<file path="src/rtl/store_buffer.sv">
// store_buffer -- write side of the data-memory path.
//
// Converts SB/SH/SW stores from the MEM stage into word-aligned writes
// (lane-replicated data plus byte enables), queues them in a DEPTH-entry
// FIFO and drains the head entry to data memory over a req/ack handshake.
//
// Ports:
//   clk, rst          clock, synchronous active-high reset
//   st_valid/st_ready store request from MEM stage / buffer not full
//   st_size           00 byte, 01 half, 10 word, 11 illegal
//   st_addr, st_data  byte address, right-justified store data
//   misalign_err      one-cycle pulse after a rejected store
//   mem_req/mem_ack   head write pending / memory accepted head write
//   mem_addr, mem_wdata, mem_be  head entry (word address, lanes, enables)
//   count, empty      occupancy
//
// Handshakes: a store transfers on a rising edge where st_valid && st_ready
// (and it is aligned); the head transfers to memory on a rising edge where
// mem_req && mem_ack. While mem_req && !mem_ack the head is held stable;
// mem_ack with mem_req low is ignored.
//
// Optional feature (macro STORE_MERGE_EN): an accepted store whose word
// address matches the tail entry merges into it, provided at least two
// entries are occupied so the tail is never the head on the memory bus.
module store_buffer #(
    parameter int DEPTH = 4,
    parameter int PTR_W = 2
) (
    input  logic             clk,
    input  logic             rst,
    input  logic             st_valid,
    input  logic [1:0]       st_size,
    input  logic [31:0]      st_addr,
    input  logic [31:0]      st_data,
    output logic             st_ready,
    output logic             misalign_err,
    output logic             mem_req,
    output logic [31:0]      mem_addr,
    output logic [31:0]      mem_wdata,
    output logic [3:0]       mem_be,
    input  logic             mem_ack,
    output logic [PTR_W:0]   count,
    output logic             empty
);

    localparam logic [PTR_W:0] FULL_CNT = (PTR_W + 1)'(DEPTH);

    logic [31:0]    addr_q  [DEPTH];
    logic [31:0]    addr_d  [DEPTH];
    logic [31:0]    wdata_q [DEPTH];
    logic [31:0]    wdata_d [DEPTH];
    logic [3:0]     be_q    [DEPTH];
    logic [3:0]     be_d    [DEPTH];
    logic [PTR_W-1:0] rd_ptr_q, rd_ptr_d;
    logic [PTR_W-1:0] wr_ptr_q, wr_ptr_d;
    logic [PTR_W:0]   count_q, count_d;
    logic             misalign_q, misalign_d;

    logic             aligned;
    logic [3:0]       new_be;
    logic [31:0]      new_wdata;
    logic [31:0]      new_waddr;
    logic             push, pop, merge, alloc;
    logic [PTR_W-1:0] tail_ptr;

    assign st_ready     = (count_q != FULL_CNT);
    assign empty        = (count_q == '0);
    assign count        = count_q;
    assign misalign_err = misalign_q;
    assign mem_req      = !empty;
    // Head fields are only meaningful while a write is pending.
    assign mem_addr     = mem_req ? addr_q[rd_ptr_q]  : '0;
    assign mem_wdata    = mem_req ? wdata_q[rd_ptr_q] : '0;
    assign mem_be       = mem_req ? be_q[rd_ptr_q]    : '0;

    // Lane generation and alignment check.
    always_comb begin
        aligned   = 1'b0;
        new_be    = 4'b0000;
        new_wdata = st_data;
        new_waddr = {st_addr[31:2], 2'b00};
        case (st_size)
            2'b00: begin
                aligned   = 1'b1;
                new_be    = 4'b0001 << st_addr[1:0];
                new_wdata = {4{st_data[7:0]}};
            end
            2'b01: begin
                aligned   = !st_addr[0];
                new_be    = st_addr[1] ? 4'b1100 : 4'b0011;
                new_wdata = {2{st_data[15:0]}};
            end
            2'b10: begin
                aligned   = (st_addr[1:0] == 2'b00);
                new_be    = 4'b1111;
                new_wdata = st_data;
            end
            default: begin
                aligned = 1'b0;
            end
        endcase
    end

    always_comb begin
        push       = st_valid && st_ready && aligned;
        pop        = mem_req && mem_ack;
        misalign_d = st_valid && st_ready && !aligned;
        tail_ptr   = wr_ptr_q - 1'b1;
`ifdef STORE_MERGE_EN
        merge      = push && (count_q >= (PTR_W + 1)'(2)) &&
                     (addr_q[tail_ptr] == new_waddr);
`else
        merge      = 1'b0;
`endif
        alloc      = push && !merge;

        addr_d   = addr_q;
        wdata_d  = wdata_q;
        be_d     = be_q;
        rd_ptr_d = rd_ptr_q;
        wr_ptr_d = wr_ptr_q;
        count_d  = count_q;

        if (merge) begin
            be_d[tail_ptr] = be_q[tail_ptr] | new_be;
            for (int i = 0; i < 4; i++) begin
                if (new_be[i]) begin
                    wdata_d[tail_ptr][8*i +: 8] = new_wdata[8*i +: 8];
                end
            end
        end else if (alloc) begin
            addr_d[wr_ptr_q]  = new_waddr;
            wdata_d[wr_ptr_q] = new_wdata;
            be_d[wr_ptr_q]    = new_be;
            wr_ptr_d          = wr_ptr_q + 1'b1;
        end

        if (pop) begin
            rd_ptr_d = rd_ptr_q + 1'b1;
        end

        case ({alloc, pop})
            2'b10:   count_d = count_q + 1'b1;
            2'b01:   count_d = count_q - 1'b1;
            default: count_d = count_q;
        endcase
    end

    always_ff @(posedge clk) begin
        if (rst) begin
            for (int i = 0; i < DEPTH; i++) begin
                addr_q[i]  <= '0;
                wdata_q[i] <= '0;
                be_q[i]    <= '0;
            end
            rd_ptr_q   <= '0;
            wr_ptr_q   <= '0;
            count_q    <= '0;
            misalign_q <= 1'b0;
        end else begin
            addr_q     <= addr_d;
            wdata_q    <= wdata_d;
            be_q       <= be_d;
            rd_ptr_q   <= rd_ptr_d;
            wr_ptr_q   <= wr_ptr_d;
            count_q    <= count_d;
            misalign_q <= misalign_d;
        end
    end

endmodule
</file>
<file path="config.mk">
export PLATFORM = sky130hd
export DESIGN_NAME = store_buffer
export DESIGN_NICKNAME = d
export VERILOG_FILES = /design/src/rtl/store_buffer.sv
export SDC_FILE = /design/constraint.sdc
export NUM_CORES = 1
export LEC_CHECK = 0
export ABC_AREA = 1
export CAP_MARGIN = 10
export CORE_AREA = 2 2 236 192
export DETAILED_ROUTE_END_ITERATION = 8
export DIE_AREA = 0 0 238 194
export RECOVER_POWER = 50
export SYNTH_ARGS = -nofsm -noshare
export SYNTH_HDL_FRONTEND = slang
export SYNTH_SLANG_ARGS = --single-unit
export TNS_END_PERCENT = 50
</file>
<file path="constraint.sdc">
create_clock -name clk -period 5.25 [get_ports clk]
set_input_delay 0.7875 -clock clk [delete_from_list [all_inputs] [get_ports clk]]
set_output_delay 0.7875 -clock clk [all_outputs]
set_load 0.01 [all_outputs]
</file>
==> After elaboration in Yosys (flattened, before gate mapping) <==
Cells that the tools add are included.
{ "word_totals": {"ff_bits": 280, "input_bits": 70, "out_inout_bits": 75} }
{ "op_classes": {"mux": 24, "bitwise_logic": 2, "add_sub_neg": 4, "n_reduce_logical": 12, "magnitude_cmp": 3, "n_eq_ne": 5, "shift": 1} }
{ "ops": {"columns": ["op", "n"], "rows": [
  ["bitwise mux 128 bit", 2],
  ["two-way mux 32 bit", 7],
  ["binary-select mux 32 bit (select 2 bit)", 2],
  ["demux 32 bit (select 2 bit)", 1],
  ["case mux 32 bit (2 select lines)", 1],
  ["two-way mux 4 bit", 5],
  ["bitwise mux 16 bit", 1],
  ["case mux 4 bit (3 select lines)", 1],
  ["binary-select mux 4 bit (select 2 bit)", 1],
  ["demux 4 bit (select 2 bit)", 1],
  [">= comparator 3 bit, second input constant", 2],
  ["inverter 2 -> 3 bit", 2],
  ["case mux 3 bit (2 select lines)", 1],
  ["logical AND 1 bit", 5],
  ["adder 2 x 1 -> 2 bit, second input constant", 2],
  ["equality test 2 x 1 -> 1 bit, second input constant", 2],
  ["equality test 2 bit, second input constant", 2],
  ["logical NOT 2 bit", 2],
  ["left shift 1 x 2 -> 4 bit, first input constant", 1],
  ["adder 3 x 1 -> 3 bit, second input constant", 1],
  ["logical NOT 1 bit", 3],
  ["logical NOT 3 bit", 1],
  ["< comparator 3 x 1 -> 1 bit, second input constant", 1],
  ["!= test 3 bit, second input constant", 1],
  ["3 further kinds", 3]
]} }

==> Logic depth before layout (Yosys ltp) <==
{ "depth": {"ltp_word": 6, "depth_mapped": 12} }

==> Worst setup path before layout <==
Ideal clock, no wire load.
{ "synth_path": {"path_type": "input to register", "from": "input st_size[0]", "to": "register count_q[1] (netlist: count[1])", "arrival_time_ps": 2182, "t_required_ps": 5186, "path_slack_ps": 3005, "n_path_buf": 0, "stages": 10, "cell_sequence": "nor2_4 > nor2_1 > nor2_4 > nand2_1 > ha_1 > inv_1 > fa_1 > nor2_1 > a21oi_1 > nor2_1"} }
{ "synth_between": {"elab_chain_cells": 5, "elab_cells_between_ends": 9, "cone_classes": "eq/ne: 4; mux: 2; reduce/logical: 3"} }
{ "synth_lines": {"columns": ["item", "line", "text"], "rows": [
  ["start, declared", "32", "input logic [1:0] st_size,"],
  ["equality test 2 bit (tied with other cells)", "82", "case (st_size)"],
  ["case mux 1 bit (3 select lines) (*)", "82", null],
  ["logical AND 1 bit (*)", "105", "push = st_valid && st_ready && aligned;"],
  ["equality test 2 x 1 -> 1 bit or equality test 2 bit (tied branches)", "142", "case ({alloc, pop})"],
  ["case mux 3 bit (2 select lines) or nonzero test 2 bit (tied branches)", null, null],
  ["end signal, assigned", "166", "count_q <= count_d;"],
  ["end, declared", "56", "logic [PTR_W:0] count_q, count_d;"]
]} }
Every way passes the cells marked *; elsewhere a longest branch is shown, timed or not.
A chain may end at the register's enable or synchronous reset.

==> Final worst setup path <==
{ "layout_path": {"from": "register rd_ptr_q[0]", "to": "output mem_addr[9]"} }
{ "layout_between": {"elab_chain_cells": 5} }
{ "layout_lines": {"columns": ["item", "line", "text"], "rows": [
  ["start, declared", "54", "logic [PTR_W-1:0] rd_ptr_q, rd_ptr_d;"],
  ["start signal, assigned", "164", "rd_ptr_q <= rd_ptr_d;"],
  ["inverter 2 -> 3 bit (not written as such)", "72", "assign mem_addr = mem_req ? addr_q[rd_ptr_q] : '0;"],
  ["binary-select mux 32 bit (select 2 bit)", "72", null],
  ["two-way mux 32 bit (not written as such) (2 in a row)", "72", null],
  ["two-way mux 32 bit", "72", null],
  ["end, declared", "38", "output logic [31:0] mem_addr,"]
]} }
No other way between the ends. The select of a mux whose other input is x is not followed.

==> impl_metrics.toml <==
[sta]
finalHoldViolations = 0
tightest_slew_ps = 1630
layout_min_cycle_time_ps = 4400
post-route-period-util = 0.837
fin_worst_skew_ps = 8.76
fmax_ghz = 0.228
setup_viol = 0
slew_headroom = -0.0837
worst_hold_slack_ps = 504
grt_setup_unrepaired = "no"
drv_slew = 178
final.setup.tns_ps = 0

[pwr]
power.density_mw_per_mm2 = 353
p_leak_nw = 8.17
peakVddDrop_mv = 0.274

[drt]
drc = 0
wl_per_cell_um = 14.6
dr.pass1.iters = 6
drt_wl_total_mm = 46.4
vias = 14700
drt_iter0_drc = 1210
routed_via_density = 4.65
final_antenna_net_count = 0

[clock_network]
post_cts_buffers = 0
hold_buffers = 0
h-tree-depth = 2
clock-sinks = 272
cts_max_path_buffers = 3
insertion_delay_ps = 500
cts_tree = "done"
path_clk_slew_ps = 60
cts_resized = 0
cts-root-buf = "clkbuf_16"
cts_made_buffers = 34

[placement]
place_congestion = 0.867
numPortBuffers = 142
hpwl_mm = 25.5
placed_area_mm2 = 0.0166

[logic_synthesis]
synth_top_family_by_area = "simple AND/OR/NAND/NOR gates"
ys_ff_latch = 272
synth_compound_area_frac = 0.117
avgSynthCellArea_um2 = 5.95
synth_mux_area_frac = 0
synth_fa_ha_area_frac = 0.00544
synthSimpleGateAreaFrac = 0.312
yosys-top-cells-area = "dfxtp_1 (36%), inv_1 (15%), nand2_1 (14%)"
syn_inst = 2552
synth_top_area_cell = "dfxtp_1"
seq_area_frac_synth = 0.359
yosysUniqueCellTypes = 24
synth_area_mm2 = 0.0152
yosys_warnings = 0
synth-xor-area-share = 0
synth_top_area_frac = 0.359

[grt]
grt_first_pass_wirelength_mm = 73.3
grt_pass1_vias = 13600
grt_use_total = 0.196
globalRouteOverflowTotal = 0
grt_antenna_before_repair = 0
grt_max_degree = 147

[finish]
insertedDiodeCount = 0
finalNetCount = 2655
design_area_mm2 = 0.0177
layout-drive-gt1-share = 0.0323
fill_cells = 4589
area_delta_synth_final_pct = 16.7
layout.area.seq_mm2 = 0.00545
multiInputGateArea_mm2 = 0.00660

[die]
start_util = 0.346
die_width_um = 238
die_h_um = 194
rows = 69
core_area_mm2 = 0.0439
die_area_mm2 = 0.0462
pin_count = 145

[min_path]
min_path_type = "register to register"

[critical_path]
endpoint_kind = "output port"
worstSetupPathType = "register to output port"
path_max_fanout = 94
startpoint_type = "register"
cp.arrival_ps = 3610
worstPathRequired_ps = 4460

[run_status]
outcome = "complete, but fails checks"
violations = "capacitance limit, slew limit"

[run]
cap_violations = 2
==> layout by cell type (no fill, tap or decap), types with 2 or more instances in the layout <==
cell type        instances
inv_1                  587
nand2_1                568
nor2_1                 308
nand3_1                275
dfxtp_1                270
a21oi_1                207
o21ai_0                138
clkdlybuf4s50_1        135
clkbuf_16               37
buf_4                   13
clkbuf_1                10
o21ai_1                  8
clkbuf_8                 8
dlygate4sd3_1            7
ha_2                     4
clkinv_2                 4
buf_12                   3
inv_2                    2
nor2_4                   2
conb_1                   2
==> kinds of logic after synthesis <==
| family | Yosys count |
|---|---|
| fa+ha+maj | 6 |
| other cells | 1 |
| buf+inv | 762 |
| simple gates | 1157 |
| flops | 272 |
| compound gates | 354 |
==> registers in the layout, summed over array words and instances, names as in the netlist <==
signal	flops
wr_ptr_q	2
count	3
wdata_q	128
be_q	16
rd_ptr_q	2
addr_q	120
misalign_err	1
==> metrics by stage <==
| step | worst slack [ps] | utilization | power (mW) | instances |
|---|---|---|---|---|
| after floorplan | 3000 | - | 3.27 | 2553 |
| after global placement | 1610 | 0.379 | 3.95 | 3111 |
| after detailed placement | 1520 | 0.379 | 3.96 | 3111 |
| after CTS | 1180 | 0.405 | 6.32 | 3171 |
| after global routing | 557 | 0.404 | 6.58 | 3171 |
| final | 855 | 0.404 | 6.26 | 3171 |
==> critical path, cell delays in order, from the launching register on <==
cell	delay, ps
dfxtp_4	500
inv_4	770
clkbuf_1	740
o21ai_0	210
a21oi_1	250
clkdlybuf4s50_1	580
==> final timing paths <==
path	startpoint	end	slack (ps)	cells past startpoint
max reg2reg	count[1]	addr_q[20]	2040	7
min reg2reg	be_q[0]	be_q[0]	500	4
min	be_q[0]	be_q[0]	500	4
max	rd_ptr_q[0]	mem_addr[9]	850	5
==> cell type report <==
cell class,count,area share
Clock inverter,6,0.00332
Inverter,591,0.126
Sequential cell,272,0.308
Multi-Input combinational cell,1519,0.373
Timing Repair Buffer,161,0.0901
Tap cell,568,0.0401
Clock buffer,54,0.0604
==> metal layers <==
| layer | global-route usage | vias up | part of all wire |
|---|---|---|---|
| met1 | 0.260 | 6627 | 0.45 |
| li1 | - | 7645 | - |
| met2 | 0.326 | 393 | 0.46 |
| met3 | 0.0306 | 80 | 0.059 |
| met5 | 0 | - | 0 |
| met4 | 0.0664 | 0 | 0.026 |
==> where the power goes <==
group | internal, mW | switching, mW
sequential | 2.16 | 0.0688
clock | 1.44 | 0.912
combinational | 0.588 | 1.09
total | 4.19 | 2.07
==> cells in the mapped netlist (all sizes together) <==
cell,n
nor3,1
a21oi,208
clkbuf,62
conb,1
nor2,310
o21ai,146
and3,1
clkinv,1
nand2,568
dfxtp,272
inv,590
fa,1
ha,5
buf,109
nand3,277
(Power assumes the default switching activity.)
